<file path="src/rtl/cla_pkg.sv">
// cla_pkg: shared FSM encoding and default sizing for the CLA wrappers
package cla_pkg;
  typedef enum logic [1:0] {IDLE = 2'd0, LO = 2'd1, HI = 2'd2, DONE = 2'd3} cla_state_t;
  localparam int CLA_W = 32;
  localparam int CLA_LAT_DEF = 2;
endpackage

</file>
<file path="src/rtl/cla_add64_seq_if.sv">
// cla_add64_seq_if: request/result bus plus CLA feed/return lines; ovf exists only under CLA_ADD64_OVF_EN
interface cla_add64_seq_if #(parameter int W = 32);
  logic start, ci, busy, done, co, cla_ci, cla_co;
  logic [2*W-1:0] a, b, s;
  logic [W-1:0] cla_a, cla_b, cla_s;
`ifdef CLA_ADD64_OVF_EN
  logic ovf;
  modport master (output start, a, b, ci, cla_s, cla_co,
                  input busy, done, s, co, ovf, cla_a, cla_b, cla_ci);
  modport slave (input start, a, b, ci, cla_s, cla_co,
                 output busy, done, s, co, ovf, cla_a, cla_b, cla_ci);
`else
  modport master (output start, a, b, ci, cla_s, cla_co,
                  input busy, done, s, co, cla_a, cla_b, cla_ci);
  modport slave (input start, a, b, ci, cla_s, cla_co,
                 output busy, done, s, co, cla_a, cla_b, cla_ci);
`endif
endinterface

</file>
<file path="src/rtl/cla_lat_cnt.sv">
// cla_lat_cnt: 3-bit wait counter with clear; term flags count==LAT
module cla_lat_cnt #(parameter int LAT = 2) (
  input  logic clock,
  input  logic reset,
  input  logic clr_i,
  output logic term_o
);
  logic [2:0] cnt_q, cnt_d;
  always_comb cnt_d = clr_i ? 3'd0 : cnt_q + 3'd1;
  always_ff @(posedge clock or posedge reset)
    if (reset) cnt_q <= 3'd0;
    else cnt_q <= cnt_d;
  assign term_o = cnt_q == 3'(LAT);
endmodule

</file>
<file path="src/rtl/cla_add64_seq.sv">
// cla_add64_seq: feeds a registered W-bit CLA low half then high half and assembles a 2W-bit sum
// Optional signed-overflow output enabled by CLA_ADD64_OVF_EN.
module cla_add64_seq
  import cla_pkg::*;
#(
  parameter int W = CLA_W,
  parameter int CLA_LAT = CLA_LAT_DEF
) (
  input logic clock,
  input logic reset,
  cla_add64_seq_if.slave bus
);
  cla_state_t state_q, state_d;
  logic [2*W-1:0] a_q, b_q, s_q;
  logic ci_q, carry_q, co_q, term, cnt_clr;
  assign cnt_clr = (state_q == IDLE) || (state_q == DONE) || term;
  cla_lat_cnt #(.LAT(CLA_LAT)) u_cnt (.clock(clock), .reset(reset), .clr_i(cnt_clr), .term_o(term));
  always_ff @(posedge clock or posedge reset)
    if (reset) state_q <= IDLE;
    else state_q <= state_d;
  always_comb begin
    state_d = state_q;
    case (state_q)
      IDLE: state_d = bus.start ? LO : IDLE;
      LO:   state_d = term ? HI : LO;
      HI:   state_d = term ? DONE : HI;
      DONE: state_d = IDLE;
    endcase
  end
  always_comb begin
    bus.busy   = state_q != IDLE;
    bus.done   = state_q == DONE;
    bus.cla_a  = state_q == LO ? a_q[W-1:0] : state_q == HI ? a_q[2*W-1:W] : '0;
    bus.cla_b  = state_q == LO ? b_q[W-1:0] : state_q == HI ? b_q[2*W-1:W] : '0;
    bus.cla_ci = state_q == LO ? ci_q : state_q == HI ? carry_q : 1'b0;
  end
  assign bus.s  = s_q;
  assign bus.co = co_q;
`ifdef CLA_ADD64_OVF_EN
  logic ovf_q;
  assign bus.ovf = ovf_q;
  always_ff @(posedge clock or posedge reset)
    if (reset) ovf_q <= 1'b0;
    else if (state_q == IDLE && bus.start) ovf_q <= 1'b0;
    else if (state_q == HI && term)
      ovf_q <= (a_q[2*W-1] == b_q[2*W-1]) && (bus.cla_s[W-1] != a_q[2*W-1]);
`endif
  always_ff @(posedge clock or posedge reset)
    if (reset) begin
      a_q <= '0;
      b_q <= '0;
      s_q <= '0;
      ci_q <= 1'b0;
      carry_q <= 1'b0;
      co_q <= 1'b0;
    end else if (state_q == IDLE && bus.start) begin
      a_q <= bus.a;
      b_q <= bus.b;
      ci_q <= bus.ci;
      s_q <= '0;
      co_q <= 1'b0;
    end else if (state_q == LO && term) begin
      s_q[W-1:0] <= bus.cla_s;
      carry_q <= bus.cla_co;
    end else if (state_q == HI && term) begin
      s_q[2*W-1:W] <= bus.cla_s;
      co_q <= bus.cla_co;
    end
endmodule

</file>
<file path="src/flat_wrapper.sv">
// flat-port wrapper written by rule: the top's interface ports become plain ports
module cla_add64_seq_flat import cla_pkg::*;
#(
  parameter int W = CLA_W,
  parameter int CLA_LAT = CLA_LAT_DEF
)
  (clock, reset, bus_start, bus_a, bus_b, bus_ci, bus_cla_s, bus_cla_co, bus_busy, bus_done, bus_s, bus_co, bus_cla_a, bus_cla_b, bus_cla_ci);
  cla_add64_seq_if #(.W(W)) bus_i ();
  input logic clock;
  input logic reset;
  input wire logic [$bits(bus_i.start)-1:0] bus_start;
  input wire logic [$bits(bus_i.a)-1:0] bus_a;
  input wire logic [$bits(bus_i.b)-1:0] bus_b;
  input wire logic [$bits(bus_i.ci)-1:0] bus_ci;
  input wire logic [$bits(bus_i.cla_s)-1:0] bus_cla_s;
  input wire logic [$bits(bus_i.cla_co)-1:0] bus_cla_co;
  output wire logic [$bits(bus_i.busy)-1:0] bus_busy;
  output wire logic [$bits(bus_i.done)-1:0] bus_done;
  output wire logic [$bits(bus_i.s)-1:0] bus_s;
  output wire logic [$bits(bus_i.co)-1:0] bus_co;
  output wire logic [$bits(bus_i.cla_a)-1:0] bus_cla_a;
  output wire logic [$bits(bus_i.cla_b)-1:0] bus_cla_b;
  output wire logic [$bits(bus_i.cla_ci)-1:0] bus_cla_ci;
  assign bus_i.start = bus_start;
  assign bus_i.a = bus_a;
  assign bus_i.b = bus_b;
  assign bus_i.ci = bus_ci;
  assign bus_i.cla_s = bus_cla_s;
  assign bus_i.cla_co = bus_cla_co;
  assign bus_busy = bus_i.busy;
  assign bus_done = bus_i.done;
  assign bus_s = bus_i.s;
  assign bus_co = bus_i.co;
  assign bus_cla_a = bus_i.cla_a;
  assign bus_cla_b = bus_i.cla_b;
  assign bus_cla_ci = bus_i.cla_ci;
  cla_add64_seq #(.W(W), .CLA_LAT(CLA_LAT)) u_core (.clock(clock), .reset(reset), .bus(bus_i));
endmodule
</file>
<file path="config.mk">
export PLATFORM = sky130hd
export DESIGN_NAME = cla_add64_seq_flat
export DESIGN_NICKNAME = d
export VERILOG_FILES = /design/src/rtl/cla_pkg.sv /design/src/rtl/cla_add64_seq_if.sv /design/src/rtl/cla_lat_cnt.sv /design/src/rtl/cla_add64_seq.sv /design/src/flat_wrapper.sv
export SDC_FILE = /design/constraint.sdc
export NUM_CORES = 1
export LEC_CHECK = 0
export CORE_ASPECT_RATIO = 1.5
export CORE_UTILIZATION = 50
export CTS_BUF_LIST = sky130_fd_sc_hd__clkbuf_8
export DETAILED_ROUTE_END_ITERATION = 8
export PLACE_DENSITY = 0.88
export SYNTH_ARGS = -nofsm -noshare
export SYNTH_HDL_FRONTEND = slang
export SYNTH_HIERARCHICAL = 1
export SYNTH_SLANG_ARGS = --single-unit
</file>
<file path="constraint.sdc">
create_clock -name clock -period 14.3 [get_ports clock]
set_input_delay 2.86 -clock clock [delete_from_list [all_inputs] [get_ports clock]]
set_output_delay 2.86 -clock clock [all_outputs]
set_load 0.1 [all_outputs]
</file>
# Yosys cells after proc, flatten, opt, wreduce, memory -nomap -nowiden

Cells that the tools add are included.

Divide/modulo/power cells: 0
$add $sub $neg: 1
Order comparisons: 0
Bitwise gates (word level): 1
Multiplexer cells: 18
Equal/unequal tests: 5
$mul: 0
Reduce and logical (&&, ||, !) cells: 11
Shift operators: 0

Operator list:

| kind                | count |
|---|---|
| $mux 32             | 7 |
| $mux 64             | 1 |
| $pmux 2 s4          | 1 |
| $mux 1              | 7 |
| $reduce_bool 2->1   | 3 |
| $eq 2x2->1 const B  | 2 |
| $reduce_and 2->1    | 2 |
| $add 3x1->3 const B | 1 |
| $eq 3x2->1 const B  | 1 |
| $logic_and 1x1->1   | 3 |
| $mux 3              | 1 |
| $eq 2x1->1 const B  | 1 |
| $logic_not 2->1     | 1 |
| $logic_or 1x1->1    | 2 |
| $mux 2              | 1 |
| $ne 2x1->1 const B  | 1 |
| $not 1->1           | 1 |

Logic and storage cells: 45
Memories: 0
Memory bits (writable): 0
Flip-flop bits (word level): 200
Bits in read-only memories: 0
Input bits: 165
Output and inout bits: 132
Bits in latches: 0

# Longest topological paths before layout

Gate-level depths: netlist of the first run.

Word-level depth: 5
Depth in mapped cells: 9
Mapped depth without buffers: 6

# Cells and area by module

The synthesis of the first run kept the hierarchy.

By module, submodules not included:

| module        | cells each | seq. area each (um^2) | area an instance (um^2) | times used |
|---|---|---|---|---|
| cla_add64_seq | 937        | 4929.7                | 8252.9                  | 1 |
| cla_lat_cnt   | 12         | 75.1                  | 136.4                   | 1 |

# Worst setup path after synthesis of the first run

OpenSTA, ideal clock, no wires.

Kind: reg-to-output
Start point: register u_core.state_q[0]
End point: output port bus_cla_b[10]
Required time: 11440 ps
Path slack: 8121 ps
Arrival: 3319 ps
Path buffers: 2
Stages on the path, launching flop included: 7
Path through: dfrtp_1 -> inv_1 -> ha_1 -> buf_2 -> clkbuf_1 -> nand2_1 -> o21ai_0

Word-level cells in the longest chain between the ends: 3
Elaborated cells between the ends (all ways): 4
Classes of those cells: eq/ne (2); mux (2)

RTL lines:

| what                   | line                | source |
|---|---|---|
| from (decl)            | cla_add64_seq.sv:13 | `cla_state_t state_q, state_d;` |
| from (signal assigned) | cla_add64_seq.sv:20 | `else state_q <= state_d;` |
| $eq 2x2->1             | cla_add64_seq.sv:34 | `bus.cla_b = state_q == LO ? b_q[W-1:0] : state_q == HI ? b_q[2*W-1:W] : '0;` |
| $mux 32                | cla_add64_seq.sv:34 |  |
| $mux 32 (*)            | cla_add64_seq.sv:34 |  |
| to (decl)              | flat_wrapper.sv:22  | `output wire logic [$bits(bus_i.cla_b)-1:0] bus_cla_b;` |

Mark *: on every way between the ends. The rest lies on a longest branch, timed or not.

# Worst setup path after layout of the first run

Start point: register u_core.state_q[0]
End point: output port bus_cla_a[12]

Word-level cells in the longest chain between the ends: 3
Elaborated cells between the ends (all ways): 4
Classes of those cells: eq/ne (2); mux (2)

RTL lines:

| what        | line                | source |
|---|---|---|
| $eq 2x2->1  | cla_add64_seq.sv:33 | `bus.cla_a = state_q == LO ? a_q[W-1:0] : state_q == HI ? a_q[2*W-1:W] : '0;` |
| $mux 32     | cla_add64_seq.sv:33 |  |
| $mux 32 (*) | cla_add64_seq.sv:33 |  |
| to (decl)   | flat_wrapper.sv:21  | `output wire logic [$bits(bus_i.cla_a)-1:0] bus_cla_a;` |

Marked as above.

==> results of run 1 <==
==> cell usage in the layout, fill, tap and decap left out <==
master / n
inv_8: 3
clkinv_4: 1
nand2_4: 1
mux2_1: 1
nand2b_1: 1
and3b_1: 1
and3_1: 1
a22o_1: 62
nand2_1: 523
ha_1: 6
dfrtp_1: 200
inv_1: 5
bufinv_16: 2
clkdlybuf4s50_1: 296
diode_2: 1
clkinv_8: 4
nor2b_1: 1
nand3_1: 1
inv_6: 5
and2_4: 1
xnor2_1: 1
nor2b_2: 1
clkbuf_8: 18
buf_4: 7
a221o_1: 1
ha_4: 1
and2b_2: 1
a21oi_1: 33
nor2_1: 3
a21oi_2: 1
o21ai_0: 36
nand3b_4: 1
==> how the worst max path moves through the flow <==
stage | cells past startpoint | end | slack, ns
after detailed placement | 6 | bus_cla_a[7] | 7.92
after floorplan | 1 | async pin | 6.07
after global placement | 6 | bus_cla_a[16] | 8.04
after global routing | 6 | bus_cla_a[7] | 7.21
final | 6 | bus_cla_a[12] | 7.37
after CTS | 6 | bus_cla_a[7] | 7.39
==> sequential cells by signal (all words and copies together), names as in the netlist, named ones only <==
register / count
u_core/bus.co: 1
u_core/carry_q: 1
u_core/bus.s: 64
u_core/u_cnt/cnt_q: 3
u_core/state_q: 1
u_core/ci_q: 1
u_core/b_q: 64
u_core/a_q: 64
==> cell type report <==
| cell class | count | area, sq um | share of cell area (%) |
|---|---|---|---|
| inverter | 6 | 30.0 | 0.253 |
| multi-input combinational | 678 | 3090 | 26.1 |
| clock buffer | 18 | 248 | 2.09 |
| clock inverter | 14 | 200 | 1.69 |
| sequential | 200 | 5000 | 42.2 |
| timing repair buffer | 303 | 3020 | 25.4 |
| antenna | 1 | 2.50 | 0.0211 |
| tap | 206 | 258 | 2.18 |
==> metrics by stage <==
step	area (sq um)	setup WS, ns	util [%]	power, mW
finish	11900	7.37	72.6	3.01
detailed placement	11400	7.92	69.8	2.62
global placement	11400	8.04	69.8	2.59
floorplan	8390	6.07	-	2.21
global route	11900	7.21	72.6	3.16
CTS	11800	7.39	72.5	3.02
==> routing by layer <==
metal	vias up	share of wire, %	GRT usage [%]
met2	283	51	46.1
met5	-	0.056	0
met4	2	6.4	19.2
met3	93	6.0	6.45
met1	3561	37	32.0
li1	3524	-	-
==> power by group through the flow <==
stage	combinational [mW]	sequential, mW	clock (mW)
3_3_place_gp	1.69	0.900	0
4_1_cts	1.73	0.890	0.402
2_1_floorplan	1.20	1.01	0
3_5_place_dp	1.73	0.897	0
6_report	1.72	0.892	0.391
5_1_grt	1.82	0.914	0.422
==> logic make-up (layout without fill, tap and decap cells) <==
kind of cell	Yosys count	after routing	share of synthesized area (%)
other cells	0	1	0
simple gates	536	536	24.5
mux	1	1	0.134
xor+xnor	1	1	0.104
flops	200	200	59.7
buf+inv	71	341	3.79
fa+ha+maj	7	7	1.04
compound gates	133	133	10.8
==> impl_metrics.toml, run 1 <==
[floorplan]
num_rows = 57
die_h_microns = 161
io_pins = 297
core_sq_um = 16300
die_w_microns = 108
initial_core_util_pct = 51.4
die_area_sq_um = 17300

[setup_path]
cp_data_required_time_ns = 11.44
cp.arrival_ns = 4.07
critical-path-top-delay-family = "buffers and inverters"
worst-setup-path-type = "reg2out"
crit_chain = "inv_1, ha_1, buf_4, nor2b_2, a22o_1, clkdlybuf4s50_1"
crit_slowest_cell = "clkdlybuf4s50_1"
worst-r2r-cell-count = 5
cp_slowest_stage_delay_ns = 1.14
cp_max_fo = 39
path_buf_inv = 3
setup.worst_path.end_class = "primary output"
regToRegEndpoint = "u_core/carry_q"
critPathLaunchType = "register"
rrSetupSlack_ns = 11.49
startpoint = "u_core/state_q[0]"

[routing]
antenna_left = 0
vias = 7463
first_pass_iters = 5
route.detailed.drc = 0
wirelength_microns = 23400
drtIter0Drc = 404
wl_per_cell_microns = 16.4
viasPerCell = 5.23

[sta]
relSlewSlack_pct = 15.9
hold_ws_ns = 0.458
fin_setup_tns_ns = 0
worst_pin_slew_ns = 1.26
post-route-min-period_ns = 6.93
finalSetupViolCount = 0
rsz0062_at_grt = "no"
maxSlewViolCount = 0
clock.fmax_mhz = 144
fin_skew_ns = 0.0243
period_share_pct = 48.5
hold_viol = 0

[clock_tree]
insertion_delay_ns = 0.47
clockBufferDepth = 2
htreeDepth = 4
cts_resized = 0
cts_sinks = 200
cts.clk_slew.worst_paths_ns = 0.09
cts_made_buffers = 17
cts_root_buf = "clkbuf_8"
post_cts_buffers = 0
cts_tree = "done"
cts_hold_buffers = 0

[synthesis]
post-synth-top-count-cell = "nand2_1"
synth_flop_cell = "dfrtp_1"
synth-edff-count = 0
synth_top_cell_area_share_pct = 59.7
synthTopCellsByArea = "dfrtp_1 60%, nand2_1 23%, a22o_1 6.5%, o21ai_0 2.1%, a21oi_1 2.0%"
yosys.area.top_type = "dfrtp_1"
ys_types = 24
ys_seq_area_share_pct = 59.7
synth-async-reset-ratio_pct = 100
avgSynthCellArea_sq_um = 8.84
yosysWarnings = 6
syn_nets = 1121
syn_inst = 949
netlist_top_cells_count = "524 x nand2_1, 200 x dfrtp_1, 62 x a22o_1"
synth-seq-cells = 200
synth.cell_area_sq_um = 8390

[layout]
final_cells = 1426
synthToLayoutAreaGrowth_pct = 41.3
fin_nets = 1378
drive_gt1_share_pct = 3.86
fillers = 1203

[power_and_ir_drop]
p_sw_mw = 1.65
max-vdd-ir-drop_v = 0.000216
p_seq_share_pct = 29.7
clock_power_share_pct = 13.0
comb_power_share_pct = 57.3
leakagePower_nw = 5.63
cellPowerDensity_nw_per_um2 = 254
intPower_mw = 1.36
p_sw_share_pct = 54.8

[global_routing]
first_global_vias = 7679
overflow = 0
grt_max_degree = 120
grt_use_total_pct = 28.0
antenna_found_initial = 2
grt_pass1_wl_microns = 37300

[worst_hold_path]
hold_path_end = "u_core/u_cnt/cnt_q[0]"
hold_path_class = "reg2reg"
hp-start = "u_core/u_cnt/cnt_q[0]"
hold_path_depth = 1

[placement]
gp_congestion = 0.886
port_buffers = 296
dpl.hpwl_microns = 16200
dp.cells = 1393

[status]
run_status = "complete, no violations"

[job]
cap_violations = 0
(Power assumes the default switching activity.)
==> run 2: changes to the inputs <==
--- a/config.mk
+++ b/config.mk
@@ -6,10 +6,10 @@
 export NUM_CORES = 1
 export LEC_CHECK = 0
 export CORE_ASPECT_RATIO = 1.5
-export CORE_UTILIZATION = 50
+export CORE_UTILIZATION = 42
 export CTS_BUF_LIST = sky130_fd_sc_hd__clkbuf_8
 export DETAILED_ROUTE_END_ITERATION = 8
-export PLACE_DENSITY = 0.88
+export PLACE_DENSITY = 0.79
 export SYNTH_ARGS = -nofsm -noshare
 export SYNTH_HDL_FRONTEND = slang
 export SYNTH_HIERARCHICAL = 1
==> constraint.sdc (replaced) <==
create_clock -name clock -period 6 [get_ports clock]
set_input_delay 1.2 -clock clock [delete_from_list [all_inputs] [get_ports clock]]
set_output_delay 1.2 -clock clock [all_outputs]
set_load 0.1 [all_outputs]
==> impl_metrics.toml, run 2 (synthesis results as in run 1) <==
[status]
run_status = "complete, no violations"

[placement]
gp_congestion = 0.870
dpl.hpwl_microns = 16500
post_dp_cell_area_sq_um = 11500
port_buffers = 296

[clock_tree]
cts_root_buf = "clkbuf_8"
clockBufferDepth = 2
post_cts_buffers = 0
htreeDepth = 4
cts_tree = "done"
insertion_delay_ns = 0.47
cts_sinks = 200
cts.clk_slew.worst_paths_ns = 0.10
cts_resized = 0
cts_made_buffers = 17
cts_hold_buffers = 0

[floorplan]
die_h_microns = 175
io_pins = 297
die_w_microns = 117
num_rows = 63
die_area_sq_um = 20600
core_sq_um = 19700
initial_core_util_pct = 42.6

[sta]
hold_ws_ns = 0.458
fin_setup_tns_ns = 0
maxSlewViolCount = 0
rsz0062_at_grt = "no"
fin_skew_ns = 0.0129
relSlewSlack_pct = 13.9
post-route-min-period_ns = 4.96
clock.fmax_mhz = 202
hold_viol = 0
worst_pin_slew_ns = 1.29
period_share_pct = 82.6
finalSetupViolCount = 0

[setup_path]
worst-setup-path-type = "reg2out"
cp_slowest_stage_delay_ns = 1.14
cp_max_fo = 50
setup.worst_path.end_class = "primary output"
r2r-start = "u_core/state_q[0]"
critPathLaunchType = "register"
crit_slowest_cell = "clkdlybuf4s50_1"
cp.arrival_ns = 3.76
critical-path-top-delay-family = "buffers and inverters"
crit_chain = "inv_1, ha_4, nor2b_2, a22o_1, clkdlybuf4s50_1"
rrSetupSlack_ns = 3.40
cp_data_required_time_ns = 4.80
path_buf_inv = 2

[layout]
drive_gt1_share_pct = 4.17
layout_commonest_cell = "nand2_1"
synthToLayoutAreaGrowth_pct = 41.9
fin_area_sq_um = 11900
layout_common_cells = "523 x nand2_1, 296 x clkdlybuf4s50_1, 200 x dfrtp_1, 62 x a22o_1, 36 x o21ai_0"
fin_nets = 1382

[power_and_ir_drop]
leakagePower_nw = 5.62
max-vdd-ir-drop_v = 0.000513
cellPowerDensity_nw_per_um2 = 598

[global_routing]
grt_use_total_pct = 23.6
first_global_vias = 7221
antenna_found_initial = 1
overflow = 0
grt_max_degree = 86
grt_pass1_wl_microns = 37800

[routing]
drtIter0Drc = 532
vias = 7369
first_pass_iters = 7
wirelength_microns = 23900
antenna_left = 0
wl_per_cell_microns = 16.1
viasPerCell = 4.97
route.detailed.drc = 0

[worst_hold_path]
hp-start = "u_core/u_cnt/cnt_q[0]"
hold_path_class = "reg2reg"

[job]
cap_violations = 0
## run 2: changes by cell type in the layout (fill, tap and decap cells not counted), sizes merged
cell and change:
clkinv +1, buf +4, clkbuf -1, bufinv -1, inv -1, clkinvlp +2
## run 2: cell type report
class,instances,area [sq um]
tap,260,325
fill,1704,7800
inverter,6,26.3
timing repair buffer,307,3050
multi-input combinational,678,3090
clock inverter,15,169
antenna,1,2.50
clock buffer,17,234
sequential,200,5000
## run 2: worst register-to-register path, stage by stage (launching register included)
cell	delay [ns]
dfrtp_1	0.46
inv_1	0.12
ha_1	0.27
nand2_4	0.43
and3_1	0.71
buf_4	0.37
a22o_1	0.19
## run 2: path summary, 6_finish.rpt
check	endpoint	cells after the start
hold / removal	u_core/u_cnt/cnt_q[0]	1
setup reg to reg	u_core/bus.s[22]	6
hold reg to reg	u_core/u_cnt/cnt_q[0]	1
max in group asynchronous	u_core/b_q[6]	3
setup / recovery	bus_cla_a[14]	5
min in group asynchronous	u_core/u_cnt/cnt_q[1]	2
## run 2: where the power goes
part	leakage (nW)	internal [mW]	total [mW]	switching (mW)
clock	0.206	0.349	0.867	0.518
sequential	2.57	1.83	2.13	0.303
combinational	2.85	1.01	4.11	3.10
## run 2: layer usage
| layer | part of all wire (%) | routed length [microns] | track usage, % | up-vias |
|---|---|---|---|---|
| met5 | 0 | 0 | 0 | - |
| met4 | 4.4 | 1050 | 12.4 | 0 |
| met3 | 5.2 | 1250 | 5.12 | 59 |
| met2 | 52 | 12400 | 40.5 | 264 |
| met1 | 39 | 9250 | 27.5 | 3513 |
| li1 | - | - | - | 3533 |
## run 2: stage by stage
step | total power [mW] | util (%) | setup slack (ns) | cells
after floorplan | 5.26 | - | 1.48 | 949
final | 7.11 | 60.4 | 1.04 | 1484
after global routing | 7.48 | 60.4 | 0.846 | 1483
after CTS | 7.17 | 60.4 | 0.972 | 1483
after global placement | 6.21 | 58.3 | 1.67 | 1451
after detailed placement | 6.28 | 58.3 | 1.56 | 1451
==> run 3: changes to the inputs <==
==> constraint.sdc (replaced) <==
create_clock -name clock -period 4.5 [get_ports clock]
set_input_delay 0.9 -clock clock [delete_from_list [all_inputs] [get_ports clock]]
set_output_delay 0.9 -clock clock [all_outputs]
set_load 0.1 [all_outputs]
==> impl_metrics.toml, run 3 (synthesis results as in run 1) <==
[placement]
post_dp_cell_area_sq_um = 11300
dpl.hpwl_microns = 16100
port_buffers = 296
dp.cells = 1449
gp_congestion = 0.866

[clock_tree]
cts_tree = "done"
cts_made_buffers = 17
insertion_delay_ns = 0.47
clockBufferDepth = 2
cts.clk_slew.worst_paths_ns = 0.09
cts_root_buf = "clkbuf_8"
cts_resized = 0
cts_sinks = 200
htreeDepth = 4
post_cts_buffers = 0
cts_hold_buffers = 0

[setup_path]
worst-r2r-cell-count = 6
critPathLaunchType = "register"
r2r-start = "u_core/state_q[0]"
regToRegEndpoint = "u_core/bus.s[21]"
cp.arrival_ns = 2.93
cp_data_required_time_ns = 3.60
cp_slowest_stage_delay_ns = 1.04
setup.worst_path.end_class = "primary output"
worst-setup-path-type = "reg2out"
crit_chain = "inv_1, ha_4, nor2b_2, a22o_1, buf_4"
cp_max_fo = 56
rrSetupSlack_ns = 2.01
crit_slowest_cell = "nor2b_2"

[layout]
layout_commonest_cell = "nand2_1"
drive_gt1_share_pct = 9.42
fillers = 1756
layout_common_cells = "523 x nand2_1, 231 x clkdlybuf4s50_1, 200 x dfrtp_1, 72 x buf_4, 62 x a22o_1"
synthToLayoutAreaGrowth_pct = 40.0
regArea_sq_um = 5000
fin_nets = 1380
multi_input_area_sq_um = 3090
fin_area_sq_um = 11700
final_cells = 1482

[routing]
wirelength_microns = 23400
vias = 7329
wl_per_cell_microns = 15.8
route.detailed.drc = 0
antenna_left = 0
viasPerCell = 4.95
drtIter0Drc = 483
first_pass_iters = 5

[global_routing]
antenna_found_initial = 2
first_global_vias = 7161
grt_pass1_wl_microns = 37100
grt_max_degree = 130
grt_use_total_pct = 23.2
overflow = 0

[sta]
fin_setup_tns_ns = 0
post-route-min-period_ns = 3.83
clock.fmax_mhz = 261
finalSetupViolCount = 0
maxSlewViolCount = 0
relSlewSlack_pct = 14.4
period_share_pct = 85.1
rsz0062_at_grt = "no"
hold_viol = 0
fin_skew_ns = 0.0240
worst_pin_slew_ns = 1.28

[floorplan]
die_w_microns = 117
io_pins = 297
die_area_sq_um = 20600
die_h_microns = 175
core_sq_um = 19700
num_rows = 63
initial_core_util_pct = 42.6

[worst_hold_path]
hold_path_depth = 1
hold_path_class = "reg2reg"
hold_path_end = "u_core/u_cnt/cnt_q[0]"
hp-start = "u_core/u_cnt/cnt_q[0]"

[power_and_ir_drop]
cellPowerDensity_nw_per_um2 = 796
max-vdd-ir-drop_v = 0.000549
leakagePower_nw = 5.72

[job]
cap_violations = 0

[status]
run_status = "complete, no violations"
==> run 3: cell count changes in the layout (fill, tap and decap cells not counted), sizes merged <==
cell / change
buf: +63
bufinv: -1
clkdlybuf4s50: -65
clkinv: -1
inv: +2
==> run 3: worst max-delay path by stage <==
stage,start,endpoint,slack (ns),depth (start not counted)
CTS,register,bus_cla_a[7],0.60,5
floorplan,u_core/state_q[0],bus_cla_b[10],0.28,6
global placement,register,bus_cla_a[17],1.29,5
finish,register,bus_cla_a[10],0.67,5
global route,register,bus_cla_a[7],0.45,5
detailed placement,register,bus_cla_a[26],1.14,5
==> run 3: critical path, delay by kind of cell (launching register included) <==
| family | cells | cell delay, ns |
|---|---|---|
| and+or+nand+nor | 1 | 1.04 |
| buffers and inverters | 2 | 0.41 |
| DFF | 1 | 0.39 |
| adders and majority gates | 1 | 0.35 |
| AOI/OAI and AO/OA | 1 | 0.28 |
==> run 3: where the power goes <==
group          switching [mW]  leakage, nW  internal (mW)
sequential              0.394         2.57           2.44
combinational            4.14         2.95           1.24
clock                   0.716        0.200          0.425
total                    5.25         5.72           4.11
==> run 3: per-layer routing <==
layer | part of all wire [%] | GRT usage [%] | vias up
met5 | 0.047 | 0 | -
met4 | 4.2 | 13.2 | 2
met3 | 5.0 | 5.29 | 55
met2 | 53 | 40.3 | 247
met1 | 38 | 26.2 | 3495
li1 | - | - | 3530
==> run 3: final cells by class <==
class                      count  share of cell area (%)
antenna                        1                  0.0213
clock buffer                  17                    1.99
clock inverter                15                    1.44
inverter                       6                   0.224
multi-input combinational    678                    26.3
sequential                   200                    42.6
tap                          260                    2.77
timing repair buffer         305                    24.6
==> run 3: through the flow <==
stage | power, mW | setup WS (ns) | utilization [%] | hold slack (ns)
after floorplan | 7.02 | 0.281 | - | 0.424
after global placement | 8.20 | 1.29 | 57.6 | 0.437
after detailed placement | 8.27 | 1.14 | 57.6 | 0.462
after CTS | 9.44 | 0.597 | 59.6 | 0.481
after global routing | 9.86 | 0.450 | 59.6 | 0.505
final | 9.36 | 0.671 | 59.6 | 0.473
